File: src/rtl/wave_capture_ctrl_pkg.sv
// Shared definitions for the waveform capture sequencer: default buffer
// geometry, counter widths and the capture state encoding.
package wave_capture_ctrl_pkg;

  localparam int DEPTH_DEF = 1280;
  localparam int AW_DEF    = 11;
  localparam int DW_DEF    = 10;
  localparam int CNT_W     = 11;
  localparam int TICK_W    = 16;

  typedef enum logic [1:0] {
    ST_FILL  = 2'd0,
    ST_ARMED = 2'd1,
    ST_POST  = 2'd2,
    ST_HOLD  = 2'd3
  } cap_state_t;

endpackage

File: src/rtl/wave_trig_detect.sv
// Edge trigger detector: remembers the last accepted sample and flags a
// level crossing (rising or falling) on the current accepted sample.
module wave_trig_detect
  import wave_capture_ctrl_pkg::*;
#(
  parameter int DW = DW_DEF
) (
  input  logic          clk_sample,
  input  logic          rst_n,
  input  logic          sample_en,
  input  logic          track,
  input  logic          clear,
  input  logic [DW-1:0] sample,
  input  logic [DW-1:0] trig_level,
  input  logic          trig_falling,
  output logic          trig_hit
);

  logic [DW-1:0] prev;
  logic          prev_valid;
  logic          rise_hit;
  logic          fall_hit;

  assign rise_hit = (prev < trig_level) && (sample >= trig_level);
  assign fall_hit = (prev >= trig_level) && (sample < trig_level);
  assign trig_hit = sample_en && track && prev_valid && (trig_falling ? fall_hit : rise_hit);

  // Track the previous accepted sample; a fresh capture starts with no history.
  always_ff @(posedge clk_sample) begin
    if (!rst_n) begin
      prev_valid <= 1'b0;
    end else if (clear) begin
      prev_valid <= 1'b0;
    end else if (sample_en && track) begin
      prev       <= sample;
      prev_valid <= 1'b1;
    end
  end

endmodule

File: src/rtl/wave_capture_ctrl.sv
// Capture sequencer for the display sample buffer: fills a pre-trigger
// window, waits for an edge (or timeout), records the post-trigger part and
// then holds the trace until re-armed.
module wave_capture_ctrl
  import wave_capture_ctrl_pkg::*;
#(
  parameter int DEPTH      = DEPTH_DEF,
  parameter int AW         = AW_DEF,
  parameter int DW         = DW_DEF,
  parameter int PRE_TRIG   = 640,
  parameter int AUTO_TICKS = 4000,
  parameter int HOLD_TICKS = 2000
) (
  input  logic          clk_sample,
  input  logic          rst_n,
  input  logic          sample_en,
  input  logic [DW-1:0] wave_sample,
  input  logic [DW-1:0] trig_level,
  input  logic          trig_falling,
  input  logic          single_mode,
  input  logic          arm,
  output logic          wr_en,
  output logic [AW-1:0] wr_addr,
  output logic [DW-1:0] wr_data,
  output logic [AW-1:0] display_base,
  output logic          capture_valid,
  output logic          auto_trig,
  output logic          busy
);

  // Number of samples written after the trigger sample itself.
  localparam int POST_N = DEPTH - PRE_TRIG - 1;

  localparam logic [CNT_W-1:0]  FILL_LAST = CNT_W'(PRE_TRIG - 1);
  localparam logic [CNT_W-1:0]  POST_LAST = CNT_W'(POST_N - 1);
  localparam logic [TICK_W-1:0] AUTO_LAST = TICK_W'(AUTO_TICKS - 1);
  localparam logic [TICK_W-1:0] HOLD_LAST = TICK_W'(HOLD_TICKS - 1);
  localparam logic [TICK_W-1:0] TICK_MAX  = '1;

  cap_state_t        state;
  logic [AW-1:0]     wr_ptr;
  logic [CNT_W-1:0]  fill_cnt;
  logic [CNT_W-1:0]  post_cnt;
  logic [TICK_W-1:0] auto_cnt;
  logic [TICK_W-1:0] hold_cnt;
  logic              accept;
  logic              hold_exit;
  logic              trig_hit;

  function automatic logic [AW-1:0] ptr_inc(input logic [AW-1:0] p);
    return (p == AW'(DEPTH - 1)) ? '0 : p + AW'(1);
  endfunction

  assign accept    = sample_en && (state != ST_HOLD);
  assign hold_exit = (state == ST_HOLD) &&
                     (arm || (!single_mode && sample_en && (hold_cnt >= HOLD_LAST)));

  wave_trig_detect #(.DW(DW)) u_trig (
    .clk_sample   (clk_sample),
    .rst_n        (rst_n),
    .sample_en    (sample_en),
    .track        (state != ST_HOLD),
    .clear        (hold_exit),
    .sample       (wave_sample),
    .trig_level   (trig_level),
    .trig_falling (trig_falling),
    .trig_hit     (trig_hit)
  );

  // Capture FSM, write port registers and capture status in one process.
  always_ff @(posedge clk_sample) begin
    if (!rst_n) begin
      state         <= ST_FILL;
      wr_ptr        <= '0;
      fill_cnt      <= '0;
      post_cnt      <= '0;
      auto_cnt      <= '0;
      hold_cnt      <= '0;
      wr_en         <= 1'b0;
      wr_addr       <= '0;
      wr_data       <= '0;
      display_base  <= '0;
      capture_valid <= 1'b0;
      auto_trig     <= 1'b0;
      busy          <= 1'b1;
    end else begin
      wr_en <= accept;
      if (accept) begin
        wr_addr <= wr_ptr;
        wr_data <= wave_sample;
        wr_ptr  <= ptr_inc(wr_ptr);
      end
      case (state)
        ST_FILL: begin
          if (sample_en) begin
            if (fill_cnt == FILL_LAST) begin
              state    <= ST_ARMED;
              fill_cnt <= '0;
              auto_cnt <= '0;
            end else begin
              fill_cnt <= fill_cnt + CNT_W'(1);
            end
          end
        end
        ST_ARMED: begin
          if (sample_en) begin
            if (trig_hit || (auto_cnt == AUTO_LAST)) begin
              auto_trig <= !trig_hit;
              auto_cnt  <= '0;
              if (POST_N == 0) begin
                state         <= ST_HOLD;
                busy          <= 1'b0;
                display_base  <= ptr_inc(wr_ptr);
                capture_valid <= 1'b1;
                hold_cnt      <= '0;
              end else begin
                state    <= ST_POST;
                post_cnt <= '0;
              end
            end else begin
              auto_cnt <= auto_cnt + TICK_W'(1);
            end
          end
        end
        ST_POST: begin
          if (sample_en) begin
            if (post_cnt == POST_LAST) begin
              state         <= ST_HOLD;
              busy          <= 1'b0;
              display_base  <= ptr_inc(wr_ptr);
              capture_valid <= 1'b1;
              post_cnt      <= '0;
              hold_cnt      <= '0;
            end else begin
              post_cnt <= post_cnt + CNT_W'(1);
            end
          end
        end
        default: begin
          if (hold_exit) begin
            state    <= ST_FILL;
            busy     <= 1'b1;
            fill_cnt <= '0;
            hold_cnt <= '0;
          end else if (sample_en && (hold_cnt != TICK_MAX)) begin
            hold_cnt <= hold_cnt + TICK_W'(1);
          end
        end
      endcase
    end
  end

endmodule

File: config.mk
export PLATFORM = sky130hd
export DESIGN_NAME = wave_capture_ctrl
export DESIGN_NICKNAME = d
export VERILOG_FILES = /design/src/rtl/wave_capture_ctrl_pkg.sv /design/src/rtl/wave_trig_detect.sv /design/src/rtl/wave_capture_ctrl.sv
export SDC_FILE = /design/constraint.sdc
export NUM_CORES = 1
export LEC_CHECK = 0
export ABC_AREA = 1
export CAP_MARGIN = 15
export CORE_AREA = 2 2 112 168
export CTS_CLUSTER_SIZE = 10
export DETAILED_ROUTE_END_ITERATION = 10
export DIE_AREA = 0 0 114 170
export SYNTH_ARGS = -nofsm -noshare
export SYNTH_HDL_FRONTEND = slang
export SYNTH_SLANG_ARGS = --single-unit
File: constraint.sdc
create_clock -name clk_sample -period 2 [get_ports clk_sample]
set_clock_uncertainty 0.2 [all_clocks]
set_input_delay 0.4 -clock clk_sample [delete_from_list [all_inputs] [get_ports clk_sample]]
set_output_delay 0.4 -clock clk_sample [all_outputs]
set_load 0.01 [all_outputs]
Word-level counts from Yosys, hierarchy flattened
Cells that the tools add are included.

storage, ports and cells
  flip-flop bits (word level) = 114
  input port bits = 26
  output and inout port bits = 36
  word-level logic and storage cells = 109

operators by class
  add/sub/neg operators = 5
  magnitude comparators = 5
  equal/unequal tests = 15
  mux-type cells = 33
  bitwise logic cells = 4
  reductions and logical operators = 32

operators by type and width
  cell                     number
  $mux W16                 8
  $mux W11                 8
  $pmux W16 S2             2
  $pmux W11 S2             2
  $add A11 B1 Y11 const B  3
  $add A16 B1 Y16 const B  2
  $eq A11 B10 Y1 const B   2
  $ge A10 B10 Y1           2
  $lt A10 B10 Y1           2
  $eq A16 B12 Y1 const B   1
  $ge A16 B11 Y1 const B   1
  $ne A16 B16 Y1 const B   1
  $reduce_and A4 Y1        4
  $mux W2                  7
  $ne A2 B2 Y1 const B     7
  $reduce_and A3 Y1        4
  $eq A11 B11 Y1 const B   1
  $logic_and A1 B1 Y1      9
  $reduce_bool A2 Y1       4
  $reduce_and A7 Y1        1
  $pmux W2 S3              1
  $reduce_or A2 Y1         3
  $eq A2 B2 Y1 const B     2
  $mux W1                  4
  other kinds (8)          13

Logic depth before layout (Yosys ltp)
  depth after elaboration = 8
  mapped depth = 17
  gate-level depth less buffers = 17

Hierarchy
From an unflattened synthesis, not the netlist that was laid out.

unflattened totals
  cell total of the unflattened synthesis = 884
  area, all modules = 6334.8 um^2

modules (own cells, without submodules)
  module             times used  cells an instance  area an instance (um^2)  seq. area each (um^2)
  wave_capture_ctrl  1           769                5397.7                   2062.0
  wave_trig_detect   1           115                937.1                    320.3

Worst setup path before layout
No wires, ideal clock.

  path type = input to register
  start = input trig_level[9]
  end = register post_cnt[5]
  setup time = 0.115 ns
  arrival time = 1.831 ns
  required time = 1.685 ns
  path slack = -0.146 ns
  stages on the path = 15
  path buffers = 1
  path through = inv_1 > ha_1 > nand2_1 > inv_1 > a21oi_1 > nand2_1 > nor2_1 > nand2_1 > nand2_1 > nand3_2 > nand3_2 > buf_2 > nand3_1 > nand2_1 > nor2_1

on the way
  word-level cells in the longest chain between the ends = 7
  elaborated cells on any way between the ends = 11
  classes of those cells = 4 x order compare; 1 x eq/ne; 1 x mux; 5 x reduce/logical

RTL lines
  item                                          line                                            RTL
  start: declaration                            wave_capture_ctrl.sv:18                         input logic [DW-1:0] trig_level,
  $lt A10 B10 Y1, or another cell as far along  wave_trig_detect.sv:24                          assign rise_hit = (prev < trig_level) && (sample >= trig_level);
  $logic_and A1 B1 Y1 (on tied branches)        wave_trig_detect.sv:24, wave_trig_detect.sv:25
  $mux W1 *                                     wave_trig_detect.sv:26                          assign trig_hit = sample_en && track && prev_valid && (trig_falling ? fall_hit : rise_hit);
  $logic_and A1 B1 Y1 *                         wave_trig_detect.sv:26
  $logic_or A1 B1 Y1 *                          wave_capture_ctrl.sv:107                        if (trig_hit || (auto_cnt == AUTO_LAST)) begin
  $ne A2 B2 Y1 (no line) *                      -
  $reduce_and A4 Y1 (no line) *                 -
  end signal: assignment                        wave_capture_ctrl.sv:135                        post_cnt <= post_cnt + CNT_W'(1);
  end: declaration                              wave_capture_ctrl.sv:43                         logic [CNT_W-1:0] post_cnt;

Every way passes the cells marked *; elsewhere a longest branch is shown, timed or not.
A chain may end at the register's enable or synchronous reset.

Final worst setup path
  start = register u_trig.prev[7]
  end = register post_cnt[2]

on the way
  word-level cells in the longest chain between the ends = 7
  elaborated cells on any way between the ends = 9
  classes of those cells = 2 x order compare; 1 x eq/ne; 1 x mux; 5 x reduce/logical

RTL lines
  item                                                     line                                            RTL
  start: declaration                                       wave_trig_detect.sv:19                          logic [DW-1:0] prev;
  start signal: assignment                                 wave_trig_detect.sv:35                          prev <= sample;
  $lt A10 B10 Y1 / $ge A10 B10 Y1 (equally long branches)  wave_trig_detect.sv:24, wave_trig_detect.sv:25
  $logic_and A1 B1 Y1 (on tied branches)                   wave_trig_detect.sv:24, wave_trig_detect.sv:25
  $mux W1 *                                                wave_trig_detect.sv:26
  $logic_and A1 B1 Y1 *                                    wave_trig_detect.sv:26
  $logic_or A1 B1 Y1 *                                     wave_capture_ctrl.sv:107
  $ne A2 B2 Y1 (no line) *                                 -
  $reduce_and A4 Y1 (no line) *                            -

Marked as above.

==> metrics <==
Hold Violations, Final=0; highest routed layer=met4; clock slew at reported path FFs=0.06 ns; Setup crit end=post_cnt[2]; synthesized area=0.006175 mm^2; GPL Wtd Cong=0.8241; port buffer count=61; hold buffers post-CTS=0; number of routed nets with antenna violations=0; initial core utilization=34.56%; asr flop ratio synth=0%; Yosys Warn Count=0; register area share after synthesis=38.58%; Tot Pwr=7.290 mW; Synth Flop Type=dfxtp_1; row count=60; via count=5830; Pre-Repair DR Iteration Count=5; Crit Path Class=reg -> reg; Cell Count, Final, Fillers Out=1208; Synth area leader=dfxtp_1; CP Data Required Time=2.11 ns; run status=complete, but fails checks; violated checks=negative setup slack; die height=170 um; GRT overflow=0; GRT Overall Usage=17.03%; WL met2=8823 um; fin crit period=2.143 ns; Fin Setup TNS=-2.891 ns; share of cells above drive strength 1=35.02%; Seq cells post-synth=114; clock share of power=40.1%; Initial DRC Count=232; Final Max Tran Viols=0; CTS Sinks=114; clock tree buffer depth=2; worst-margin pin slew=0.4684 ns; fmax=466.7 MHz; Ports=62; Syn Area/Cell=7.512 um^2; design area=0.009193 mm^2; CP Launch Point=u_trig.prev[7]; Rel. slew slack=68.45%; Routed met3 length=500 um; Post-DP Area=0.007855 mm^2; H-tree depth reported by CTS=4; HP Class=in -> reg; clk root buf=clkbuf_16; worst skew pair latency=0.42 ns; PwrDens=793.0 mW/mm^2; Max-cap violations=0; Pint=5.083 mW; CTS tree=done; NetSw=2.206 mW; Die Footprint=0.01938 mm^2; RSZ-0062 raised after global routing=true; combinational share of power=24.8%; wire length per cell=13.72 um; Reg2Reg Depth=13; Final Routed Wirelength=16580 um; vias in the first global route=5718; Area growth syn-to-layout=48.88%; setup slack after layout=-0.1426 ns; Die W=114 um; antenna violations before repair=0; Crit. End Element=flop; Setup Viol. Count Final=32; largest net degree at the start of global routing=64; global-route wire length before repair=26500 um; peak supply drop=0.4512 mV; CP Launch Type=flop; Placed Cells=1159; Nets=1034; Net Count, Synth=878; Flop pwr share=35.0%; Num CTS Buffers=17; r2r endpoint=post_cnt[2]; EDFF count, synth=10; count of cell types in the netlist=50; critical-path maximum fanout=6; Data arrival, critical path=2.26 ns; synth top area cells=dfxtp_1 (34%), nand2_1 (8.1%), nor2_1 (6.9%), ha_1 (6.1%), inv_1 (5.2%); core area=0.01787 mm^2; Syn Inst Count=822; Leak=3.630 nW; M1 WL=6908 um; Final Core Density=51.45%; Ant. Diodes=0; dpl hpwl=11320 um; # DRC=0; post-DR vias/cell=4.826; Yosys top cell area share=33.72%; period utilization=107.1%; FF-to-FF setup slack=-0.14 ns; reg-to-reg startpoint=u_trig.prev[7]; Net Sw Frac=30.26%
## cell usage in the layout, fill, tap and decap left out, types with 14 or more instances in the layout
cell,synthesis,routed
ha_4,0,19
nor2_4,5,14
a21oi_1,58,39
nand2_1,133,101
dfxtp_1,104,95
inv_2,5,18
clkbuf_16,0,17
a21oi_2,10,29
nand2_2,17,35
inv_1,85,65
nand3_1,50,34
nor2_2,4,18
nand2_4,4,18
nand3_2,4,18
o21ai_0,54,53
nor2_1,114,91
dlygate4sd2_1,0,15
clkdlybuf4s50_1,0,41
buf_4,0,80
xor2_1,26,23
nor3_1,23,19
## metal layers
metal	up-vias	global-route usage, %
li1	3007	-
met1	2701	19.46
met2	96	30.90
met3	26	3.276
met4	0	6.575
met5	-	0
## state kept, by name, summed over array words and instances (netlist names)
signal / flops
display_base: 11
auto_trig: 1
wr_data: 10
capture_valid: 1
busy: 1
wr_ptr: 11
post_cnt: 11
auto_cnt: 16
u_trig.prev: 10
wr_en: 1
u_trig.prev_valid: 1
hold_cnt: 16
fill_cnt: 11
wr_addr: 11
state: 2
## logic make-up (layout without fill, tap and decap cells)
kind of cell	after synthesis	in the layout	share of synthesized area [%]
adder cells (fa/ha/maj)	30	30	6.079
XOR/XNOR	31	31	4.397
multiplexers	1	1	0.1621
AO/OA/AOI/OAI	136	136	12.26
buffers and inverters	120	285	8.348
flip-flops	114	114	38.58
AND/OR/NAND/NOR	390	394	30.17
## per-stage QoR
stage | hold WS, ns | worst slack [ns]
2_1_floorplan | 0.2405 | -0.02473
3_3_place_gp | 0.2617 | -0.7805
3_5_place_dp | 0.2595 | -0.8224
4_1_cts | 0.2553 | -0.1649
5_1_grt | 0.1708 | -0.3029
6_report | 0.1647 | -0.1426
## cells in the mapped netlist, types with 5 or more instances
cell type	instances
a21oi_1	58
a21oi_2	10
clkbuf_1	18
dfxtp_1	104
edfxtp_1	10
ha_1	30
inv_1	85
inv_2	5
nand2_1	133
nand2_2	17
nand3_1	50
nand4_1	13
nor2_1	114
nor2_4	5
nor3_1	23
o21ai_0	54
xnor2_1	5
xor2_1	26
## area by class of cell
| cell class | count | area [um^2] |
|---|---|---|
| timing repair inverter | 1 | 11.26 |
| fill | 1705 | 8675 |
| clock inverter | 14 | 140.1 |
| timing repair buffer | 159 | 1441 |
| sequential | 114 | 2394 |
| multi-input combinational | 592 | 4109 |
| tap | 217 | 271.5 |
| clock buffer | 18 | 429.2 |
| inverter | 93 | 396.6 |
## power groups by stage
stage	Combinational, mW	Sequential [mW]	Clock (mW)
global placement	1.41	2.58	0
detailed placement	1.43	2.58	0
global route	1.98	2.57	3.08
CTS	1.57	2.54	2.99
finish	1.81	2.55	2.93
floorplan	0.864	2.59	0
## worst min path at each step
stage | from | to | slack (ns) | cells past startpoint
after floorplan | u_trig.prev_valid | u_trig.prev_valid | 0.24 | 2
after global placement | u_trig.prev_valid | u_trig.prev_valid | 0.26 | 2
after detailed placement | u_trig.prev_valid | u_trig.prev_valid | 0.26 | 2
after CTS | wave_sample[6] | u_trig.prev[6] | 0.26 | 2
after global routing | wave_sample[2] | u_trig.prev[2] | 0.17 | 2
final | wave_sample[2] | u_trig.prev[2] | 0.16 | 2
## worst max-delay path, cell delays in order, from the launching register on
cell      delay, ns
edfxtp_1       0.41
ha_4           0.29
nand2_2        0.06
nor2_4         0.13
nand3_2        0.09
nand4_1        0.11
nand2_1        0.07
nand2_2        0.08
nand3_4        0.13
nand3_4        0.15
buf_6          0.15
nand3_1        0.07
nand2_1        0.06
nor2_1         0.04
## repair_timing
item                       in CTS  in global routing
cloned                          4                  1
pin swaps                      40                 60
resized for setup              67                115
setup buffers                   6                  6
setup endpoints to repair      44                 75
(Power assumes the default switching activity.)
